File: config.mk
export PLATFORM = sky130hd
export DESIGN_NAME = id_ex_hazard_reg
export DESIGN_NICKNAME = d
export VERILOG_FILES = /design/src/rtl/id_ex_hazard_reg.sv
export SDC_FILE = /design/constraint.sdc
export NUM_CORES = 1
export LEC_CHECK = 0
export ABC_AREA = 1
export BUFFER_PORTS_ARGS = -buffer_cell sky130_fd_sc_hd__buf_4
export CAP_MARGIN = 20
export CELL_PAD_IN_SITES_DETAIL_PLACEMENT = 1
export CELL_PAD_IN_SITES_GLOBAL_PLACEMENT = 1
export CORE_MARGIN = 5
export CORE_UTILIZATION = 33
export CTS_CLUSTER_SIZE = 20
export DETAILED_ROUTE_END_ITERATION = 16
export PLACE_DENSITY = 0.92
export RECOVER_POWER = 100
export SYNTH_ARGS = -nofsm -noshare
export SYNTH_HDL_FRONTEND = slang
export SYNTH_SLANG_ARGS = --single-unit
File: constraint.sdc
create_clock -name clk -period 1.8 [get_ports clk]
set_clock_uncertainty 0.2 [all_clocks]
set_input_delay 0.09 -clock clk [delete_from_list [all_inputs] [get_ports clk]]
set_output_delay 0.09 -clock clk [all_outputs]
set_load 0.02 [all_outputs]
File: src/rtl/id_ex_hazard_reg.sv
// ID/EX pipeline register with load-use hazard detection, bubble insertion,
// branch flush, sticky halt and a saturating stall counter.
module id_ex_hazard_reg #(
   parameter int DATA_W  = 16,
   parameter int REG_W   = 4,
   parameter int ALUOP_W = 4,
   parameter int CNT_W   = 16
) (
   input  logic               clk,
   input  logic               rst_n,
   input  logic               id_valid,
   input  logic [REG_W-1:0]   id_rs,
   input  logic [REG_W-1:0]   id_rt,
   input  logic [REG_W-1:0]   id_rd,
   input  logic               id_uses_rs,
   input  logic               id_uses_rt,
   input  logic [DATA_W-1:0]  id_rdata1,
   input  logic [DATA_W-1:0]  id_rdata2,
   input  logic [DATA_W-1:0]  id_imm,
   input  logic               id_RegWrite,
   input  logic               id_MemRead,
   input  logic               id_MemWrite,
   input  logic               id_MemtoReg,
   input  logic               id_ALUSrc,
   input  logic [ALUOP_W-1:0] id_ALUOp,
   input  logic               id_halt,
   input  logic               branch_flush,
   output logic               id_ex_valid,
   output logic [REG_W-1:0]   id_ex_rs,
   output logic [REG_W-1:0]   id_ex_rt,
   output logic [REG_W-1:0]   id_ex_rd,
   output logic [DATA_W-1:0]  id_ex_rdata1,
   output logic [DATA_W-1:0]  id_ex_rdata2,
   output logic [DATA_W-1:0]  id_ex_imm,
   output logic               id_ex_RegWrite,
   output logic               id_ex_MemRead,
   output logic               id_ex_MemWrite,
   output logic               id_ex_MemtoReg,
   output logic               id_ex_ALUSrc,
   output logic [ALUOP_W-1:0] id_ex_ALUOp,
   output logic               id_ex_halt,
   output logic               stall,
   output logic               halted,
   output logic [CNT_W-1:0]   stall_count
);

   typedef struct packed {
      logic               valid;
      logic [REG_W-1:0]   rs;
      logic [REG_W-1:0]   rt;
      logic [REG_W-1:0]   rd;
      logic [DATA_W-1:0]  rdata1;
      logic [DATA_W-1:0]  rdata2;
      logic [DATA_W-1:0]  imm;
      logic               regwrite;
      logic               memread;
      logic               memwrite;
      logic               memtoreg;
      logic               alusrc;
      logic [ALUOP_W-1:0] aluop;
      logic               halt;
   } ex_t;

   localparam logic [CNT_W-1:0] CNT_MAX = {CNT_W{1'b1}};
   localparam logic [CNT_W-1:0] CNT_ONE = {{(CNT_W-1){1'b0}}, 1'b1};

   ex_t              ex_q, ex_d;
   logic             halted_q, halted_d;
   logic [CNT_W-1:0] stall_count_q, stall_count_d;
   logic             hazard_s;

   // Load-use: a valid non-r0 load in EX feeds a register the ID instruction reads in EX.
   // Store data (rt of a store) is exempt because MEM-to-MEM forwarding supplies it.
   always_comb begin
      hazard_s = 1'b0;
      if (ex_q.valid && ex_q.memread && (|ex_q.rd) && id_valid) begin
         hazard_s = (id_uses_rs && (id_rs == ex_q.rd)) ||
                    (id_uses_rt && (id_rt == ex_q.rd) && !id_MemWrite);
      end else begin
         hazard_s = 1'b0;
      end
   end

   assign stall = hazard_s && !branch_flush && !halted_q;

   always_comb begin
      ex_d          = ex_q;
      halted_d      = halted_q;
      stall_count_d = stall_count_q;
      if (halted_q) begin
         ex_d = ex_q;
      end else if (branch_flush) begin
         ex_d = '0;
      end else if (hazard_s) begin
         ex_d          = '0;
         stall_count_d = (stall_count_q == CNT_MAX) ? stall_count_q : stall_count_q + CNT_ONE;
      end else begin
         ex_d.valid    = id_valid;
         ex_d.rs       = id_rs;
         ex_d.rt       = id_rt;
         ex_d.rd       = id_rd;
         ex_d.rdata1   = id_rdata1;
         ex_d.rdata2   = id_rdata2;
         ex_d.imm      = id_imm;
         ex_d.regwrite = id_RegWrite && id_valid;
         ex_d.memread  = id_MemRead && id_valid;
         ex_d.memwrite = id_MemWrite && id_valid;
         ex_d.memtoreg = id_MemtoReg;
         ex_d.alusrc   = id_ALUSrc;
         ex_d.aluop    = id_ALUOp;
         ex_d.halt     = id_halt && id_valid;
         halted_d      = id_halt && id_valid;
      end
   end

   always_ff @(posedge clk) begin
      if (!rst_n) begin
         ex_q          <= '0;
         halted_q      <= 1'b0;
         stall_count_q <= {CNT_W{1'b0}};
      end else begin
         ex_q          <= ex_d;
         halted_q      <= halted_d;
         stall_count_q <= stall_count_d;
      end
   end

   assign id_ex_valid    = ex_q.valid;
   assign id_ex_rs       = ex_q.rs;
   assign id_ex_rt       = ex_q.rt;
   assign id_ex_rd       = ex_q.rd;
   assign id_ex_rdata1   = ex_q.rdata1;
   assign id_ex_rdata2   = ex_q.rdata2;
   assign id_ex_imm      = ex_q.imm;
   assign id_ex_RegWrite = ex_q.regwrite;
   assign id_ex_MemRead  = ex_q.memread;
   assign id_ex_MemWrite = ex_q.memwrite;
   assign id_ex_MemtoReg = ex_q.memtoreg;
   assign id_ex_ALUSrc   = ex_q.alusrc;
   assign id_ex_ALUOp    = ex_q.aluop;
   assign id_ex_halt     = ex_q.halt;
   assign halted         = halted_q;
   assign stall_count    = stall_count_q;

endmodule

; ---- After elaboration in Yosys (flattened, before gate mapping)
; Cells that the tools add are included.
[totals]
register_bits = 88
inputBits = 76
out_inout_bits = 89
[classes]
add_sub_neg = 1
n_eq_ne = 3
n_mux = 6
bitwise_logic = 3
n_reduce_logical = 18
[ops]
columns = op, n
row1 = $mux 71, 2
row2 = $add 16x1->16 const B, 1
row3 = $eq 16x16->1 const B, 1
row4 = $logic_and 1x1->1, 12
row5 = $eq 4x4->1, 2
row6 = $mux 1, 4
row7 = $reduce_and 4->1, 1
row8 = $reduce_or 4->1, 1
row9 = $logic_not 1->1, 3
row10 = $not 1->1, 3
row11 = $logic_or 1x1->1, 1

; ---- Depth between registers and ports, before layout
; Gate-level depths: netlist of run 1.
[depth]
ltp_word = 8
depth_mapped = 11
ltp_nobuf = 11

; ---- Worst setup path after synthesis of run 1
; No wires, ideal clock.
[synth_path]
path_kind = reg2reg
start = register stall_count_q[1] (netlist: stall_count[1])
end = register stall_count_q[0] (netlist: stall_count[0])
setup_ns = 0.118
arrival_ns = 1.545
required_time_ns = 1.482
path_slack_ns = -0.063
stages_incl_launch_ff = 11
path_buffers = 0
synth_period_minus_slack_ns = 1.863
cell_sequence = dfxtp_1 > ha_1 > nand3_1 > nor2_2 > nand2_1 > nor2_1 > nand3_1 > nand4_2 > nand2_1 > nand2_1 > nor2_1
[synth_between]
elab_chain_len = 3
[synth_lines]
columns = element, line_no
row1 = start: declaration, 69  ; logic [CNT_W-1:0] stall_count_q, stall_count_d;
row2 = start signal: assignment, 120  ; stall_count_q <= {CNT_W{1'b0}};
row3 = start signal: assignment, 124  ; stall_count_q <= stall_count_d;
row4 = $eq 16x16->1, 96  ; stall_count_d = (stall_count_q == CNT_MAX) ? stall_count_q : stall_count_q + CNT_ONE;
row5 = $not 1->1 (no source line), n/a
row6 = $reduce_and 4->1 (no source line), n/a
; Every way passes these cells.
; A chain may end at the register's enable or synchronous reset.

; ---- Final worst setup path of run 1
[layout_path]
start = input id_rt[0]
end = register ex_q, in the netlist id_ex_rdata2[14]
[layout_between]
elab_chain_len = 7
[layout_lines]
columns = element, line_no
row1 = start: declaration, 13  ; input logic [REG_W-1:0] id_rt,
row2 = $eq 4x4->1, 78  ; (id_uses_rt && (id_rt == ex_q.rd) && !id_MemWrite);
row3 = $logic_and 1x1->1 (2 in a row), 78
row4 = $logic_or 1x1->1, 77  ; hazard_s = (id_uses_rs && (id_rs == ex_q.rd)) ||
row5 = $mux 1, 76  ; if (ex_q.valid && ex_q.memread && (|ex_q.rd) && id_valid) begin
row6 = $mux 71, 94  ; end else if (hazard_s) begin
row7 = $mux 71, 92  ; end else if (branch_flush) begin
row8 = end signal: assignment, 118  ; ex_q <= '0;
row9 = end signal: assignment, 122  ; ex_q <= ex_d;
row10 = end: declaration, 67  ; ex_t ex_q, ex_d;
; Every way passes these cells.

==> results of run 1 <==
-- cell type report --
| class | instances | share of cell area |
|---|---|---|
| antenna | 3 | 0.001141 |
| clock buffer | 9 | 0.03424 |
| clock inverter | 7 | 0.01294 |
| inverter | 27 | 0.01655 |
| multi-input combinational | 384 | 0.3099 |
| sequential | 88 | 0.2711 |
| tap | 143 | 0.02720 |
| timing repair buffer | 276 | 0.3270 |
-- metrics by stage --
stage / TNS [ns] / util / worst slack (ns) / power, W / std cells
6_report: -2.709 / 0.5760 / -0.1225 / 0.004890 / 937
5_1_grt: -6.082 / 0.5760 / -0.1651 / 0.005036 / 937
4_1_cts: -0.03881 / 0.5655 / -0.01610 / 0.004832 / 924
3_5_place_dp: -0.001642 / 0.4652 / -0.001642 / 0.002734 / 827
3_3_place_gp: 0 / 0.4652 / 0.06130 / 0.002709 / 827
2_1_floorplan: 0 / - / 0.03602 / 0.002404 / 530
-- sequential cells by signal, summed over array words and instances (netlist names) --
name,flops
stall_count,16
id_ex_rd,4
id_ex_ALUSrc,1
halted,1
id_ex_RegWrite,1
id_ex_halt,1
id_ex_imm,16
id_ex_MemtoReg,1
id_ex_MemRead,1
id_ex_rt,4
id_ex_valid,1
id_ex_MemWrite,1
id_ex_ALUOp,4
id_ex_rs,4
id_ex_rdata1,16
id_ex_rdata2,16
-- power by group through the flow --
stage	registers [W]	logic, W	clock network (W)
after floorplan	0.00220	0.000207	0
after global placement	0.00211	0.000600	0
after detailed placement	0.00211	0.000620	0
after CTS	0.00207	0.000755	0.00201
after global routing	0.00208	0.000834	0.00212
final	0.00208	0.000791	0.00202
-- metal layers --
layer  up-vias  wire length [um]  track usage
met2       217             10730       0.4740
met4         0              1160       0.1369
met3        73              1082      0.05334
met1      2412              7172       0.2650
met5         -                 0            0
li1       2250                 -            -
-- worst register-to-register path, delay by kind of cell (launching register included) --
family	cells	cell delay [ns]
buffers and inverters	3	0.36
AND/OR/NAND/NOR	7	0.70
AO/OA/AOI/OAI	1	0.10
flip-flops	1	0.39
-- placed cells by master (no fill, tap or decap), types with 14 or more instances in the layout --
cell           Yosys  layout
inv_1             23      22
nor2_1            59      45
clkbuf_1          16      62
buf_4              4     128
dfxtp_1           88      79
dlygate4sd3_1      0      71
nand3_2            3      14
nand3_1           80      69
a21oi_1           74      64
nand2_1          137     126
-- kinds of logic (layout without fill, tap and decap cells) --
group	count (synthesis)	after routing
and+or+nand+nor	298	299
buffers and inverters	59	319
DFF	88	88
AOI/OAI and AO/OA	80	80
other	0	3
xor gates and xnor gates	4	4
adders and majority gates	1	1
-- final timing paths --
kind | from | end
setup / recovery | id_rt[0] | id_ex_rdata2[14]$_SDFFE_PN0N_
setup reg to reg | id_ex_rd[0]$_SDFFE_PN0N_ | id_ex_rdata2[14]$_SDFFE_PN0N_
hold / removal | id_rt[1] | id_ex_rt[1]$_SDFFE_PN0N_
hold reg to reg | id_ex_rt[3]$_SDFFE_PN0N_ | id_ex_rt[3]$_SDFFE_PN0N_
-- timing repair --
item,CTS,global route
gates resized for setup,16,66
endpoints found under the hold margin,87,0
pin swaps,9,19
setup endpoints to repair,22,82
setup buffers,8,8
hold buffers,73,0
gates cloned,0,4
==> summary.md, run 1 <==
| Metric | Value |
|---|---|
| Status | `finished with violations` |
| Failing checks | `setup timing` |
| Crit path DAT | `1.96 ns` |
| Capturing element type of the critical path | `flip-flop` |
| Final Max Tran Viols | `0` |
| Synth warn | `0` |
| Slowest stage delay, CP | `0.64 ns` |
| Fin crit period | `1.923 ns` |
| Number of synthesized flops with an enable pin | `0` |
| Critical path class | `primary input to flip-flop` |
| Die area | `0.01395 mm2` |
| Initial DRC Count | `311` |
| Placer Congestion | `0.8727` |
| Synth Register Bits | `88` |
| Routed wire length | `20150 um` |
| Fraction of registers with async set/reset | `0` |
| DRC | `0` |
| Area Overhead vs Synth | `70.57%` |
| Slew HR | `0.7497` |
| Die H | `118.1 um` |
| R2R depth | `11` |
| PortBufs | `164` |
| Cell area power density | `743.4 mW/mm2` |
| Largest net degree at the start of global routing | `75` |
| Syn_area_per_cell | `7.276 um2` |
| Tcrit/Tclk final | `1.068` |
| First-pass GRT wire length | `28660 um` |
| Seq pwr share | `0.425` |
| Hold Worst Slack | `0.02755 ns` |
| Die X-Extent | `118.1 um` |
| Via count | `4952` |
| CTS tree | `done` |
| Synth area leaders | `dfxtp_1 (46%), nand2_1 (13%), nand3_1 (10%)` |
| Initial Utilization | `0.3377` |
| Final worst slack | `-0.1225 ns` |
| Deepest clock path buffer count | `2` |
| Clk pwr share | `0.414` |
| Slew at the pin with the worst max-slew slack | `0.3770 ns` |
| Routed Antenna Nets | `0` |
| Synth unique cells | `32` |
| Peak VDD IR | `716.2 uV` |
| WHS Path Cells | `3` |
| Top-area cell type share of the netlist area | `0.4568` |
| I/O pins | `165` |
| RSZ-0062 raised after global routing | `true` |
| CP required | `1.83 ns` |
| CP Launch Type | `primary input` |
| Cell taking the most area after synthesis | `dfxtp_1` |
| CP Depth | `12` |
| Max Cap Viol | `0` |
| Combinational fraction of design power | `0.162` |
| Multi-input logic area | `0.002038 mm2` |
| Area share of fa/ha/maj cells after synthesis | `0.003245` |
| Final Cell Area | `0.006578 mm2` |
| Largest fanout on the critical path | `14` |
| Tot GR Track Use | `0.2549` |
| # setup viols final | `76` |
| Via density | `5.285` |
| Hold Vio Cnt, Final | `0` |
| Fill count | `1402` |
| Post-Syn Nets | `607` |
| Synthesized cell area | `0.003856 mm2` |
| Switching part of the total | `0.2890` |
| Layout cells sized above 1 | `0.2958` |
| Instance area at placement | `0.005311 mm2` |
| Cts bufs inserted | `9` |
| CORE AREA | `0.01142 mm2` |
| Grt total ovfl | `0` |
| CTS Sinks | `88` |
| Final Net Count | `863` |
| Most common cell in the netlist | `nand2_1` |
| R2r setup slk | `-0.07 ns` |
| Seq. cell area | `0.001783 mm2` |
| Hold Path Class | `primary input to flip-flop` |
| Net Sw Power | `0.001413 W` |
| Initial antenna violation count | `3` |
| Cell mode on critical path | `buf_12` |
| DP HPWL | `10190 um` |
| CTS HTree Levels | `3` |
| Vias in the first global route | `5289` |
| Slowest-stage cell, CP | `dlygate4sd3_1` |
| Lkg Pwr | `2.670 nW` |
| Delay-heaviest family, CP | `buffers and inverters` |
| Skew-Pair Late Insertion Delay | `0.35 ns` |
| Multiplexer share of the synthesized area | `0` |
| Main combinational cell family by area after synthesis | `simple AND/OR/NAND/NOR gates` |
| P_int | `0.003477 W` |
| Root Driver | `clkbuf_16` |
| Crit-path cells | `dlygate4sd3_1 -> inv_1 -> nand2_1 -> nand3_2 -> nor2_2 -> nand2_2 -> nand2_4 -> nand2_8 -> buf_12 -> buf_12 -> nand3_1 -> a21oi_2` |
| WP buf/inv | `4` |
| Dominant synthesized flop cell | `dfxtp_1` |
| Compound-Gate Fraction of Synth Area | `0.1097` |
| Drt first pass iters | `4` |
| Post-synth top cells | `nand2_1 (137), dfxtp_1 (88), nand3_1 (80)` |
| Detailed-route wire length per cell | `21.50 um` |
| Post-Syn Instances | `530` |
| Clock slew seen by the registers of the worst setup and hold paths | `0.08 ns` |
| Peak Freq | `0.5201 GHz` |
| Post-synthesis xor/xnor area fraction | `0.009085` |
| Post-synthesis simple-gate area fraction | `0.3478` |
| Num rows | `39` |
| Sequential share of the synthesized area | `0.4568` |
Note: power is estimated with default switching activity, not from simulation.
==> run 2, diff against run 1 <==
--- a/config.mk
+++ b/config.mk
@@ -10,6 +10,7 @@
 export CAP_MARGIN = 20
 export CELL_PAD_IN_SITES_DETAIL_PLACEMENT = 1
 export CELL_PAD_IN_SITES_GLOBAL_PLACEMENT = 1
+export CORE_ASPECT_RATIO = 0.75
 export CORE_MARGIN = 5
 export CORE_UTILIZATION = 33
 export CTS_CLUSTER_SIZE = 20
==> run 2 against run 1 <==
The run still ends with setup timing left. Wire length fell by 10%. Sequential power barely moved. Via count fell by 4.3%. Core utilization rose by 1.3 points. Count of clock-buffer cells in the layout did not move. Fmax rose by 4.7%. Hold slack got worse by 0.015 ns. Global-route usage fell by 2.9 points. Critical path depth fell by 3. Sequential share of layout area fell by 0.86 points. Flip-flop and latch count did not move. Critical path type is now flip-flop to flip-flop. Cell count rose by 1.7%.
==> summary.md, run 2 (synthesis results as in run 1) <==
| Metric | Value |
|---|---|
| Status | `finished with violations` |
| Failing checks | `setup timing` |
| Deepest clock path buffer count | `2 (unchanged)` |
| Clock slew seen by the registers of the worst setup and hold paths | `0.07 ns (about the same)` |
| Antenna cells | `0 (-3)` |
| Final setup TNS | `-0.04091 ns (+2.669 ns)` |
| Commonest non-fill, non-tap cell in the layout | `nand2_1` |
| Skew-Pair Late Insertion Delay | `0.34 ns (about the same)` |
| Hold Path Class | `primary input to flip-flop` |
| RSZ-0062 raised after global routing | `true` |
| Via count | `4738 (-4.3%)` |
| Hold Vio Cnt, Final | `0 (unchanged)` |
| CTS HTree Levels | `3 (unchanged)` |
| Routed Antenna Nets | `0 (unchanged)` |
| Largest fanout on the critical path | `5 (-9)` |
| CP Launch Type | `flip-flop` |
| Largest net degree at the start of global routing | `75 (unchanged)` |
| Fin crit period | `1.836 ns (-0.08668 ns)` |
| PortBufs | `164 (unchanged)` |
| Most frequent cells in the layout | `nand2_1 (129), buf_4 (120), dfxtp_1 (79)` |
| Crit path DAT | `1.87 ns (-0.09 ns)` |
| Tcrit/Tclk final | `1.020 (-0.04815)` |
| Via density | `4.972 (-5.9%)` |
| Die H | `103.6 um (-12%)` |
| First-pass GRT wire length | `25740 um (-10%)` |
| Drt first pass iters | `4 (unchanged)` |
| Layout cells sized above 1 | `0.3350 (+0.03919)` |
| Final Max Tran Viols | `0 (unchanged)` |
| Peak VDD IR | `535.0 uV (-25%)` |
| Initial Utilization | `0.3345 (-0.003225)` |
| Final worst slack | `-0.03587 ns (+0.08668 ns)` |
| Critical path class | `flip-flop to flip-flop` |
| Hold Worst Slack | `0.01280 ns (-0.01475 ns)` |
| Peak Freq | `0.5447 GHz (+4.7%)` |
| Capturing element type of the critical path | `flip-flop` |
| Cts bufs inserted | `9 (unchanged)` |
| CP required | `1.83 ns (about the same)` |
| DP HPWL | `10280 um (+0.85%)` |
| Placer Congestion | `0.8559 (-1.9%)` |
| Die X-Extent | `134.8 um (+14%)` |
| Area Overhead vs Synth | `76.18%` |
| CTS tree | `done` |
| Cell area power density | `699.7 mW/mm2 (-5.9%)` |
| I/O pins | `165 (unchanged)` |
| Seq. cell area | `0.001783 mm2 (unchanged)` |
| Fill count | `1369 (-2.4%)` |
| Multi-input logic area | `0.002180 mm2 (+6.9%)` |
| CORE AREA | `0.01153 mm2 (+0.96%)` |
| Final Net Count | `863 (unchanged)` |
| Initial DRC Count | `154 (-50%)` |
| Max Cap Viol | `0 (unchanged)` |
| DRC | `0 (unchanged)` |
| Root Driver | `clkbuf_16` |
| Vias in the first global route | `5015 (-5.2%)` |
| # setup viols final | `3 (-96%)` |
| CTS Sinks | `88 (unchanged)` |
| Lkg Pwr | `2.763 nW (+3.5%)` |
| Slew HR | `0.6273 (-0.1224)` |
| Die area | `0.01397 mm2 (+0.16%)` |
| Num rows | `34 (-13%)` |
| Tot GR Track Use | `0.2258 (-0.02912)` |
| Detailed-route wire length per cell | `19.02 um (-12%)` |
| Initial antenna violation count | `0 (-3)` |
| Slew at the pin with the worst max-slew slack | `0.5590 ns (+0.1820 ns)` |
| Grt total ovfl | `0 (unchanged)` |
| Routed wire length | `18120 um (-10%)` |
## run 2: final timing paths
| check | from | endpoint | slack (ns) | cells after the start |
|---|---|---|---|---|
| setup reg to reg | id_ex_rd[1]$_SDFFE_PN0N_ | stall_count[14]$_SDFFE_PN0P_ | -0.04 | 9 |
| hold reg to reg | id_ex_imm[5]$_SDFFE_PN0N_ | id_ex_imm[5]$_SDFFE_PN0N_ | 0.27 | 2 |
| setup / recovery | id_ex_rd[1]$_SDFFE_PN0N_ | stall_count[14]$_SDFFE_PN0P_ | -0.04 | 9 |
| hold / removal | id_halt | halted$_SDFF_PN0_ | 0.01 | 4 |
## run 2: critical path, stage by stage, from the launching register on
cell and delay (ns):
dfxtp_4 0.37, inv_4 0.05, buf_4 0.13, a31oi_4 0.27, buf_6 0.18, nand3_4 0.16
nor2_4 0.19, nand2_2 0.08, nand2_2 0.06, nor2_1 0.03
## run 2: repair_timing
item / 4_1_cts / 5_1_grt
gates cloned: 1 / 8
setup endpoints to repair: 76 / 89
setup buffers: 8 / 3
resized for setup: 21 / 88
pin swaps: 4 / 15
endpoints found under the hold margin: 86 / 1
hold buffers: 70 / 1
## run 2: metal layers
| layer | part of all wire | vias up | GRT usage | wire [um] |
|---|---|---|---|---|
| met5 | 0 | - | 0 | 0 |
| met4 | 0.028 | 0 | 0.07849 | 515 |
| met3 | 0.059 | 38 | 0.05233 | 1066 |
| met2 | 0.52 | 160 | 0.4108 | 9353 |
| met1 | 0.40 | 2285 | 0.2565 | 7189 |
| li1 | - | 2255 | - | - |
## run 2: area by class of cell
| cell class | instances | area share |
|---|---|---|
| timing repair buffer | 276 | 0.3278 |
| multi-input combinational | 384 | 0.3208 |
| sequential | 88 | 0.2624 |
| clock buffer | 9 | 0.03315 |
| tap | 162 | 0.02983 |
| inverter | 27 | 0.01565 |
| clock inverter | 7 | 0.01031 |
## run 2: power by group
group | switching (W) | internal [W]
clock | 0.000816 | 0.00108
sequential | 0.0000512 | 0.00202
combinational | 0.000432 | 0.000358
total | 0.00130 | 0.00345
## run 2: stage by stage
step	instances	setup slack (ns)	instance area (um2)	utilization	total power, W
floorplan	530	0.03602	3859	-	0.002404
global placement	847	0.01237	5343	0.4634	0.002714
detailed placement	847	-0.04461	5343	0.4634	0.002739
CTS	942	-0.02930	6462	0.5606	0.004747
global route	953	-0.1582	6794	0.5893	0.004933
finish	953	-0.03587	6794	0.5893	0.004754
